**config.mk**
```make
export PLATFORM = sky130hd
export DESIGN_NAME = axil_up_reg_responder_flat
export DESIGN_NICKNAME = d
export VERILOG_FILES = /design/src/rtl/axil_up_reg_responder_if.sv /design/src/rtl/axil_up_reg_responder.sv /design/src/flat_wrapper.sv
export SDC_FILE = /design/constraint.sdc
export NUM_CORES = 1
export LEC_CHECK = 0
export ABC_CLOCK_PERIOD_IN_PS = 3000
export BUFFER_PORTS_ARGS = -buffer_cell sky130_fd_sc_hd__buf_2
export CORE_ASPECT_RATIO = 1.5
export CORE_MARGIN = 2
export CORE_UTILIZATION = 40
export CTS_BUF_LIST = sky130_fd_sc_hd__clkbuf_4
export DETAILED_ROUTE_END_ITERATION = 8
export GPL_TIMING_DRIVEN = 0
export SLEW_MARGIN = 20
export SYNTH_ARGS = -nofsm -noshare
export SYNTH_HDL_FRONTEND = slang
export SYNTH_SLANG_ARGS = --single-unit
export TNS_END_PERCENT = 30
```
**constraint.sdc**
```tcl
create_clock -name axi_clk -period 3 [get_ports axi_clk]
set_clock_uncertainty 0.15 [all_clocks]
set_input_delay 0.45 -clock axi_clk [delete_from_list [all_inputs] [get_ports axi_clk]]
set_output_delay 0.45 -clock axi_clk [all_outputs]
set_load 0.01 [all_outputs]
```
**src/rtl/axil_up_reg_responder_if.sv**
```systemverilog
// AXI-Lite AW/W/AR/R bundle between the upstream fan-out and a user-project responder (no B channel).
interface axil_up_reg_responder_if #(
  parameter int unsigned pADDR_WIDTH = 12,
  parameter int unsigned pDATA_WIDTH = 32
);
  localparam int unsigned STRB_W = pDATA_WIDTH / 8;

  logic                   awvalid;
  logic [pADDR_WIDTH-1:0] awaddr;
  logic                   awready;
  logic                   wvalid;
  logic [pDATA_WIDTH-1:0] wdata;
  logic [STRB_W-1:0]      wstrb;
  logic                   wready;
  logic                   arvalid;
  logic [pADDR_WIDTH-1:0] araddr;
  logic                   arready;
  logic                   rvalid;
  logic [pDATA_WIDTH-1:0] rdata;
  logic                   rready;

  modport master (
    output awvalid, awaddr, wvalid, wdata, wstrb, arvalid, araddr, rready,
    input  awready, wready, arready, rvalid, rdata
  );

  modport slave (
    input  awvalid, awaddr, wvalid, wdata, wstrb, arvalid, araddr, rready,
    output awready, wready, arready, rvalid, rdata
  );
endinterface

```
**src/rtl/axil_up_reg_responder.sv**
```systemverilog
// User-project AXI-Lite responder: byte-strobed register bank, reg0 -> ctrl_out, reg1 = status_in.
module axil_up_reg_responder #(
  parameter int unsigned pADDR_WIDTH = 12,
  parameter int unsigned pDATA_WIDTH = 32,
  parameter int unsigned pNUM_REGS   = 16
) (
  input  logic                   axi_clk,
  input  logic                   axi_reset_n,
  axil_up_reg_responder_if.slave bus,
  input  logic [pDATA_WIDTH-1:0] status_in,
  output logic [pDATA_WIDTH-1:0] ctrl_out
);
  localparam int unsigned IDX_W   = $clog2(pNUM_REGS);
  localparam int unsigned STRB_W  = pDATA_WIDTH / 8;
  localparam int unsigned WADDR_W = pADDR_WIDTH - 2;

  localparam logic [0:0] R_IDLE = 1'b0;
  localparam logic [0:0] R_DATA = 1'b1;

  logic                   aw_held;
  logic                   w_held;
  logic [WADDR_W-1:0]     aw_waddr;
  logic [pDATA_WIDTH-1:0] w_data;
  logic [STRB_W-1:0]      w_strb;
  logic                   commit;
  logic [IDX_W-1:0]       aw_idx;
  logic                   aw_in_range;

  logic [pDATA_WIDTH-1:0] regs [pNUM_REGS];

  logic [0:0]             state_q;
  logic [0:0]             state_d;
  logic                   rvalid_q;
  logic                   rvalid_d;
  logic [pDATA_WIDTH-1:0] rdata_q;
  logic [pDATA_WIDTH-1:0] rdata_d;
  logic [WADDR_W-1:0]     ar_waddr;
  logic [IDX_W-1:0]       ar_idx;
  logic                   ar_in_range;
  logic [pDATA_WIDTH-1:0] rd_word;

  // Byte offset bits are don't-care; fold them away so they are visibly consumed.
  logic unused_addr_lsbs;
  assign unused_addr_lsbs = ^{bus.awaddr[1:0], bus.araddr[1:0]};

  // Word-address decode: everything above the index bits must be zero to hit the bank.
  assign commit      = aw_held & w_held;
  assign aw_idx      = aw_waddr[IDX_W-1:0];
  assign aw_in_range = (aw_waddr >> IDX_W) == '0;
  assign ar_waddr    = bus.araddr[pADDR_WIDTH-1:2];
  assign ar_idx      = ar_waddr[IDX_W-1:0];
  assign ar_in_range = (ar_waddr >> IDX_W) == '0;

  assign bus.awready = ~aw_held;
  assign bus.wready  = ~w_held;
  assign bus.arready = (state_q == R_IDLE);
  assign bus.rvalid  = rvalid_q;
  assign bus.rdata   = rdata_q;
  assign ctrl_out    = regs[0];

  // Capture AW and W independently; both flags clear together on the commit cycle.
  always_ff @(posedge axi_clk or negedge axi_reset_n) begin
    if (!axi_reset_n) begin
      aw_held  <= 1'b0;
      w_held   <= 1'b0;
      aw_waddr <= '0;
      w_data   <= '0;
      w_strb   <= '0;
    end else if (commit) begin
      aw_held <= 1'b0;
      w_held  <= 1'b0;
    end else begin
      if (bus.awvalid && !aw_held) begin
        aw_held  <= 1'b1;
        aw_waddr <= bus.awaddr[pADDR_WIDTH-1:2];
      end
      if (bus.wvalid && !w_held) begin
        w_held <= 1'b1;
        w_data <= bus.wdata;
        w_strb <= bus.wstrb;
      end
    end
  end

  // Register bank: byte-lane update on commit; reg1 and out-of-range targets are dropped.
  always_ff @(posedge axi_clk or negedge axi_reset_n) begin
    if (!axi_reset_n) begin
      for (int i = 0; i < int'(pNUM_REGS); i++) regs[i] <= '0;
    end else if (commit && aw_in_range && (aw_idx != IDX_W'(1))) begin
      for (int b = 0; b < int'(STRB_W); b++) begin
        if (w_strb[b]) regs[aw_idx][8*b +: 8] <= w_data[8*b +: 8];
      end
    end
  end

  // Read mux: status word for reg1, zero outside the bank.
  always_comb begin
    rd_word = '0;
    if (ar_in_range) begin
      rd_word = (ar_idx == IDX_W'(1)) ? status_in : regs[ar_idx];
    end
  end

  // Read FSM state and R channel registers.
  always_ff @(posedge axi_clk or negedge axi_reset_n) begin
    if (!axi_reset_n) begin
      state_q  <= R_IDLE;
      rvalid_q <= 1'b0;
      rdata_q  <= '0;
    end else begin
      state_q  <= state_d;
      rvalid_q <= rvalid_d;
      rdata_q  <= rdata_d;
    end
  end

  // Read FSM next-state: accept AR in idle, hold R until rready.
  always_comb begin
    state_d  = state_q;
    rvalid_d = rvalid_q;
    rdata_d  = rdata_q;
    case (state_q)
      R_IDLE: begin
        if (bus.arvalid) begin
          rdata_d  = rd_word;
          rvalid_d = 1'b1;
          state_d  = R_DATA;
        end
      end
      R_DATA: begin
        if (bus.rready) begin
          rvalid_d = 1'b0;
          state_d  = R_IDLE;
        end
      end
      default: begin
        rvalid_d = 1'b0;
        state_d  = R_IDLE;
      end
    endcase
  end
endmodule
```
**src/flat_wrapper.sv**
```systemverilog
// flat-port wrapper written by rule: the top's interface ports become plain ports
module axil_up_reg_responder_flat 
#(
  parameter int unsigned pADDR_WIDTH = 12,
  parameter int unsigned pDATA_WIDTH = 32,
  parameter int unsigned pNUM_REGS   = 16
)
  (axi_clk, axi_reset_n, status_in, ctrl_out, bus_awvalid, bus_awaddr, bus_wvalid, bus_wdata, bus_wstrb, bus_arvalid, bus_araddr, bus_rready, bus_awready, bus_wready, bus_arready, bus_rvalid, bus_rdata);
  axil_up_reg_responder_if #(.pADDR_WIDTH(pADDR_WIDTH), .pDATA_WIDTH(pDATA_WIDTH)) bus_i ();
  input  logic axi_clk;
  input  logic axi_reset_n;
  input  logic [pDATA_WIDTH-1:0] status_in;
  output logic [pDATA_WIDTH-1:0] ctrl_out;
  input wire logic [$bits(bus_i.awvalid)-1:0] bus_awvalid;
  input wire logic [$bits(bus_i.awaddr)-1:0] bus_awaddr;
  input wire logic [$bits(bus_i.wvalid)-1:0] bus_wvalid;
  input wire logic [$bits(bus_i.wdata)-1:0] bus_wdata;
  input wire logic [$bits(bus_i.wstrb)-1:0] bus_wstrb;
  input wire logic [$bits(bus_i.arvalid)-1:0] bus_arvalid;
  input wire logic [$bits(bus_i.araddr)-1:0] bus_araddr;
  input wire logic [$bits(bus_i.rready)-1:0] bus_rready;
  output wire logic [$bits(bus_i.awready)-1:0] bus_awready;
  output wire logic [$bits(bus_i.wready)-1:0] bus_wready;
  output wire logic [$bits(bus_i.arready)-1:0] bus_arready;
  output wire logic [$bits(bus_i.rvalid)-1:0] bus_rvalid;
  output wire logic [$bits(bus_i.rdata)-1:0] bus_rdata;
  assign bus_i.awvalid = bus_awvalid;
  assign bus_i.awaddr = bus_awaddr;
  assign bus_i.wvalid = bus_wvalid;
  assign bus_i.wdata = bus_wdata;
  assign bus_i.wstrb = bus_wstrb;
  assign bus_i.arvalid = bus_arvalid;
  assign bus_i.araddr = bus_araddr;
  assign bus_i.rready = bus_rready;
  assign bus_awready = bus_i.awready;
  assign bus_wready = bus_i.wready;
  assign bus_arready = bus_i.arready;
  assign bus_rvalid = bus_i.rvalid;
  assign bus_rdata = bus_i.rdata;
  axil_up_reg_responder #(.pADDR_WIDTH(pADDR_WIDTH), .pDATA_WIDTH(pDATA_WIDTH), .pNUM_REGS(pNUM_REGS)) u_core (.axi_clk(axi_clk), .axi_reset_n(axi_reset_n), .bus(bus_i), .status_in(status_in), .ctrl_out(ctrl_out));
endmodule
```
==> results of run 1 <==
==> through the flow <==
step | worst slack [ns] | util [%] | hold WS (ns) | instances | power [mW]
after floorplan | 0.514 | - | 0.00441 | 1727 | 10.5
after global placement | -9.94 | 43.3 | 0.304 | 2756 | 11.7
after detailed placement | -0.503 | 43.5 | 0.313 | 2761 | 11.8
after CTS | -0.110 | 47.9 | 0.0137 | 3085 | 18.7
after global routing | -0.233 | 48.2 | 0.0710 | 3095 | 19.5
final | -0.181 | 48.2 | 0.0690 | 3095 | 18.6
==> cells in the final DEF, fill, tap and decap left out, drive strengths merged, types with 2 or more instances in the layout <==
| cell | count |
|---|---|
| a21o | 2 |
| a222oi | 30 |
| a22oi | 30 |
| a2bb2oi | 2 |
| and2 | 3 |
| buf | 227 |
| bufinv | 4 |
| clkbuf | 295 |
| clkinv | 17 |
| clkinvlp | 3 |
| dfrtp | 562 |
| dlygate4sd3 | 83 |
| inv | 40 |
| mux2 | 558 |
| mux2i | 94 |
| mux4 | 65 |
| nand2 | 100 |
| nand2b | 2 |
| nand3 | 2 |
| nand4 | 9 |
| nor2 | 36 |
| nor2b | 6 |
| nor4 | 5 |
| nor4b | 4 |
| nor4bb | 3 |
| o2111ai | 31 |
| or4b | 2 |
==> state kept, by name (all words and copies together) (netlist names) <==
name               cells
u_core.regs          448
u_core.bus.rdata      32
u_core.ctrl_out       32
u_core.w_data         32
u_core.aw_waddr       10
u_core.w_strb          4
u_core.aw_held         1
u_core.bus.rvalid      1
u_core.state_q         1
u_core.w_held          1
==> worst max-delay path, stage by stage, from the launching register on <==
cell and delay (ns):
dfrtp_1 0.40, nand4bb_1 0.31, clkbuf_1 0.38, nor4b_2 0.72
nand2_1 0.61, mux2_2 0.45
==> cells by family (layout without fill, tap and decap cells) <==
family          count (synthesis)  in the layout  share of synthesized area [%]
simple gates                  177            177                           4.19
flops                         562            562                           54.2
other cells                     0              1                              0
compound gates                 98             98                           3.26
buf+inv                       173            670                           3.05
mux                           717            717                           35.3
==> layer usage <==
metal  share of wire (%)  vias to the layer above  global-route usage (%)
met1                  40                     8797                    28.6
li1                    -                     7215                       -
met5                   0                        -                       0
met3                 4.9                      159                    4.38
met2                  52                      509                    40.1
met4                 3.6                        0                    10.5
==> what timing repair did <==
action                                 4_1_cts  5_1_grt
pin swaps                                    3        8
hold buffers                                84        0
setup buffers                                1        7
resized for setup                           37       17
cloned                                       0        2
setup endpoints to repair                  283      351
endpoints found under the hold margin      260        0
==> power groups by stage <==
| stage | registers, mW | logic (mW) | clock network [mW] |
|---|---|---|---|
| floorplan | 8.63 | 1.91 | 0 |
| global placement | 8.91 | 2.79 | 0 |
| detailed placement | 8.92 | 2.90 | 0 |
| CTS | 8.79 | 3.08 | 6.87 |
| global route | 8.89 | 3.34 | 7.27 |
| finish | 8.80 | 3.10 | 6.69 |
==> cell type report <==
cell class	count	share of cell area, %
sequential	562	45.3
multi-input combinational	992	36.4
timing repair buffer	258	6.32
clock buffer	211	5.11
tap	870	3.51
buffer	137	2.16
clock inverter	28	0.722
inverter	36	0.436
antenna	1	0.00807
==> path summary, 6_finish.rpt <==
path                                         to  depth (start not counted)
setup / recovery             u_core.ctrl_out[5]                          5
hold / removal             u_core.bus.rdata[24]                          5
setup reg to reg             u_core.ctrl_out[5]                          5
hold reg to reg                  u_core.regs[0]                          1
max in group asynchronous  u_core.bus.rdata[10]                          7
min in group asynchronous      u_core.regs[371]                          3
==> results.toml, run 1 <==
[yosys]
synth-edff-count = 0
synth_common_cells = "562 x dfrtp_1, 421 x mux2_2, 128 x mux2_4"
ys_seq_area_share_pct = 54.2
ys_types = 40
synth_seq_cells = 562
synth_area_leaders = "dfrtp_1 54%, mux2_2 18%, mux2_4 7.4%"
async_reset_ff_share_pct = 100
synth_ff_type = "dfrtp_1"
yosysTopAreaCell = "dfrtp_1"
yosysMostFrequentCell = "dfrtp_1"
synth.top_cell.area_share_pct = 54.2
syn_inst = 1727
yosys_warnings = 0
syn-mean-instance-area_um2 = 15.0
synth_nets = 1825
synth_area_um2 = 26000

[clocking]
cts_buffer_depth = 3
htreeDepth = 4
cts_inserted_buffers = 141
clock_latency_ns = 0.91
cts_tree = "yes"
clk_pin_slew_ns = 0.07
clock_sinks = 562
cts-root-buf = "clkbuf_4"

[grt]
grt_pass1_wl_mm = 114
track_usage_pct = 23.4
grt_overflow = 0
grt_max_degree = 102
grt_pass1_vias = 18204
antenna_found_initial = 1

[hold_path]
hold_class = "primary input to register"
min-delay-start = "bus_araddr[2]"

[cells_and_area]
regArea_um2 = 14100
area_growth_pct = 19.5
fillerInstances = 5747
multi_input_area_um2 = 11300
fin_nets = 2226
layout-drive-gt1-share_pct = 50.9
design_area_um2 = 31000

[power]
power_density_nw_per_um2 = 599
peakVddDrop_v = 0.000346
pwr-share-seq_pct = 47.4
p_comb_share_pct = 16.7
intPower_mw = 12.8
p_leak_nw = 15.7
p_sw_mw = 5.77
netSwitchingFraction_pct = 31.1
p_clk_share_pct = 36.0

[status]
violations = "setup timing"
status = "finished with violations"

[floorplan]
rows = 114
pin_count = 166
die_x_um = 212
start_util_pct = 40.4
core_um2 = 64300
dieArea_um2 = 67000
die_h_um = 316

[setup_path]
crit-reg2reg-launch = "u_core.aw_waddr[4]"
path_class = "register to register"
rrSetupSlack_ns = -0.18
timing.critical_path.fanout_max = 8
required_ns = 3.61
cp-start-kind = "register"
cp.arrival_ns = 3.79
end_kind = "register"
critPathLaunch = "u_core.aw_waddr[4]"

[timing]
setup_ws_ns = -0.181
worst_pin_slew_ns = 1.13
period_needed_ns = 3.18
hold_viol = 0
maxSlewHeadroom_pct = 24.7
fin_crit_sh_pct = 106
grt_setup_unrepaired = "yes"
finalSetupViolCount = 130
finalSetupTns_ns = -8.64
slew_violations = 0
max_freq_mhz = 314

[routing]
wl_per_cell_um = 24.7
drtIter0Drc = 1016
drc = 0
vias = 16680
ant_nets = 0
drt_pass1_iterations = 5
avgViaCountPerCell = 5.39
wirelength_mm = 76.5

[placed_design]
port_buffers = 159
placed_area_um2 = 28000
place_congestion = 0.794
place_hpwl_mm = 50.7

[flow_run]
maxCapViolCount = 0
(Power assumes the default switching activity.)
==> inputs of run 2 (changes only) <==
--- a/config.mk
+++ b/config.mk
@@ -9,7 +9,7 @@
 export BUFFER_PORTS_ARGS = -buffer_cell sky130_fd_sc_hd__buf_2
 export CORE_ASPECT_RATIO = 1.5
 export CORE_MARGIN = 2
-export CORE_UTILIZATION = 40
+export CORE_UTILIZATION = 25
 export CTS_BUF_LIST = sky130_fd_sc_hd__clkbuf_4
 export DETAILED_ROUTE_END_ITERATION = 8
 export GPL_TIMING_DRIVEN = 0
==> run 2 against run 1 <==
- the run now ends clean
- sequential share of layout area is 1.8 points lower
- flip-flop and latch count stayed put
- register-to-register slack gained 0.20 ns
- hold slack better by 0.015 ns
- final cell count rose by 18%
- count of clock-buffer cells in the layout shrank 16
- sequential power increased by 0.8%
- clock power grew 0.9%
- cell area increased by 4.0%
- fmax increased by 6.7%
- wire length increased by 4.0%
- global-route usage fell by 8.2 points
- critical endpoint is now u_core.regs[142]
==> results.toml, run 2 (synthesis gave the netlist of run 1 again) <==
[status]
status = "completed"

[floorplan]
die_h_um = 399
die_x_um = 267
dieArea_um2 = 106000
start_util_pct = 25.2
core_um2 = 103000
rows = 144
pin_count = 166

[cells_and_area]
layout_commonest_cell = "dfrtp_1"
design_area_um2 = 32300
final_util_pct = 31.4
regMostFlops = "u_core.regs"
fillerInstances = 10278
final_cell_mix = "562 x dfrtp_1, 420 x mux2_2, 195 x clkbuf_4"
layout-drive-gt1-share_pct = 49.7
area_growth_pct = 24.3
largest_reg_flops = 448
fin_nets = 2277

[timing]
finalSetupTns_ns = 0
hold_viol = 0
period_needed_ns = 2.98
worst_pin_slew_ns = 1.15
finalSetupViolCount = 0
max_freq_mhz = 335
maxSlewHeadroom_pct = 23.4
slew_violations = 0
setup_ws_ns = 0.0184
fin_crit_sh_pct = 99.4
grt_setup_unrepaired = "yes"

[power]
fin_total_pwr_mw = 18.9
power_density_nw_per_um2 = 587
peakVddDrop_v = 0.000422
p_leak_nw = 16.0

[routing]
vias = 16634
wirelength_mm = 79.5
drc = 0
ant_nets = 0
drtIter0Drc = 890
avgViaCountPerCell = 4.54
drt_pass1_iterations = 5
wl_per_cell_um = 21.7

[grt]
grt_pass1_vias = 17741
track_usage_pct = 15.1
antenna_found_initial = 7
grt_max_degree = 93
grt_pass1_wl_mm = 117
grt_overflow = 0

[setup_path]
required_ns = 3.77
end_kind = "register"
cp-start-kind = "register"
rrSetupSlack_ns = 0.02
path_class = "register to register"
cp.arrival_ns = 3.75
timing.critical_path.fanout_max = 8

[clocking]
htreeDepth = 4
cts-root-buf = "clkbuf_4"
clk_pin_slew_ns = 0.08
clock_sinks = 562
cts_buffer_depth = 3
cts_tree = "yes"
clock_latency_ns = 1.05
cts_inserted_buffers = 143

[placed_design]
port_buffers = 159
placed_area_um2 = 28700
place_congestion = 0.781
place_hpwl_mm = 55.4
dp_slack_ns = -0.541

[hold_path]
hold_class = "primary input to register"

[flow_run]
maxCapViolCount = 0
run 2: where the power goes:
group	switching [mW]	internal [mW]	total [mW]
clock network	3.24	3.51	6.75
registers	0.759	8.11	8.87
logic	2.04	1.28	3.32
total	6.04	12.9	18.9
run 2: routing by layer:
metal	wire [um]	vias to the layer above	GRT usage (%)
met5	13	-	0
met4	3110	2	7.13
met3	3750	170	3.08
met2	39700	498	25.6
met1	33000	8625	18.3
li1	-	7339	-
run 2: what timing repair did:
item / in CTS / in global routing
resized for setup: 66 / 14
endpoints found under the hold margin: 220 / 0
setup buffers: 9 / 4
pin swaps: 16 / 9
endpoints found under the setup margin: 321 / 145
hold buffers: 129 / 0
run 2: critical path, stage by stage, from the launching register on:
cell     delay, ns
dfrtp_1       0.42
nor4_4        0.63
nand4_1       0.63
nor2_4        0.61
mux2_2        0.40
run 2: final cells by class:
| type | instances | area (um2) | share of cell area [%] |
|---|---|---|---|
| Clock inverter | 40 | 322 | 0.996 |
| Tap cell | 1387 | 1740 | 5.38 |
| Inverter | 36 | 135 | 0.419 |
| Buffer | 137 | 668 | 2.07 |
| Antenna cell | 9 | 22.5 | 0.0698 |
| Multi-Input combinational cell | 992 | 11400 | 35.3 |
| Timing Repair Buffer | 307 | 2480 | 7.68 |
| Clock buffer | 195 | 1460 | 4.54 |
| Sequential cell | 562 | 14100 | 43.6 |
run 2: worst paths after layout:
kind / startpoint / endpoint / depth (start not counted)
worst max-delay path: u_core.aw_waddr[8] / u_core.regs[142] / 4
worst max register to register: u_core.aw_waddr[8] / u_core.regs[142] / 4
min in group asynchronous: axi_reset_n / u_core.regs[416] / 4
worst min-delay path: bus_araddr[7] / u_core.bus.rdata[25] / 6
max in group asynchronous: axi_reset_n / u_core.regs[48] / 6
worst min register to register: u_core.state_q / u_core.bus.rvalid / 1
run 2: per-stage QoR:
stage	hold WS, ns	instances
after floorplan	0.00441	1727
after global placement	0.299	3273
after detailed placement	0.261	3279
after CTS	0.00268	3652
after global routing	0.0244	3663
final	0.0836	3665
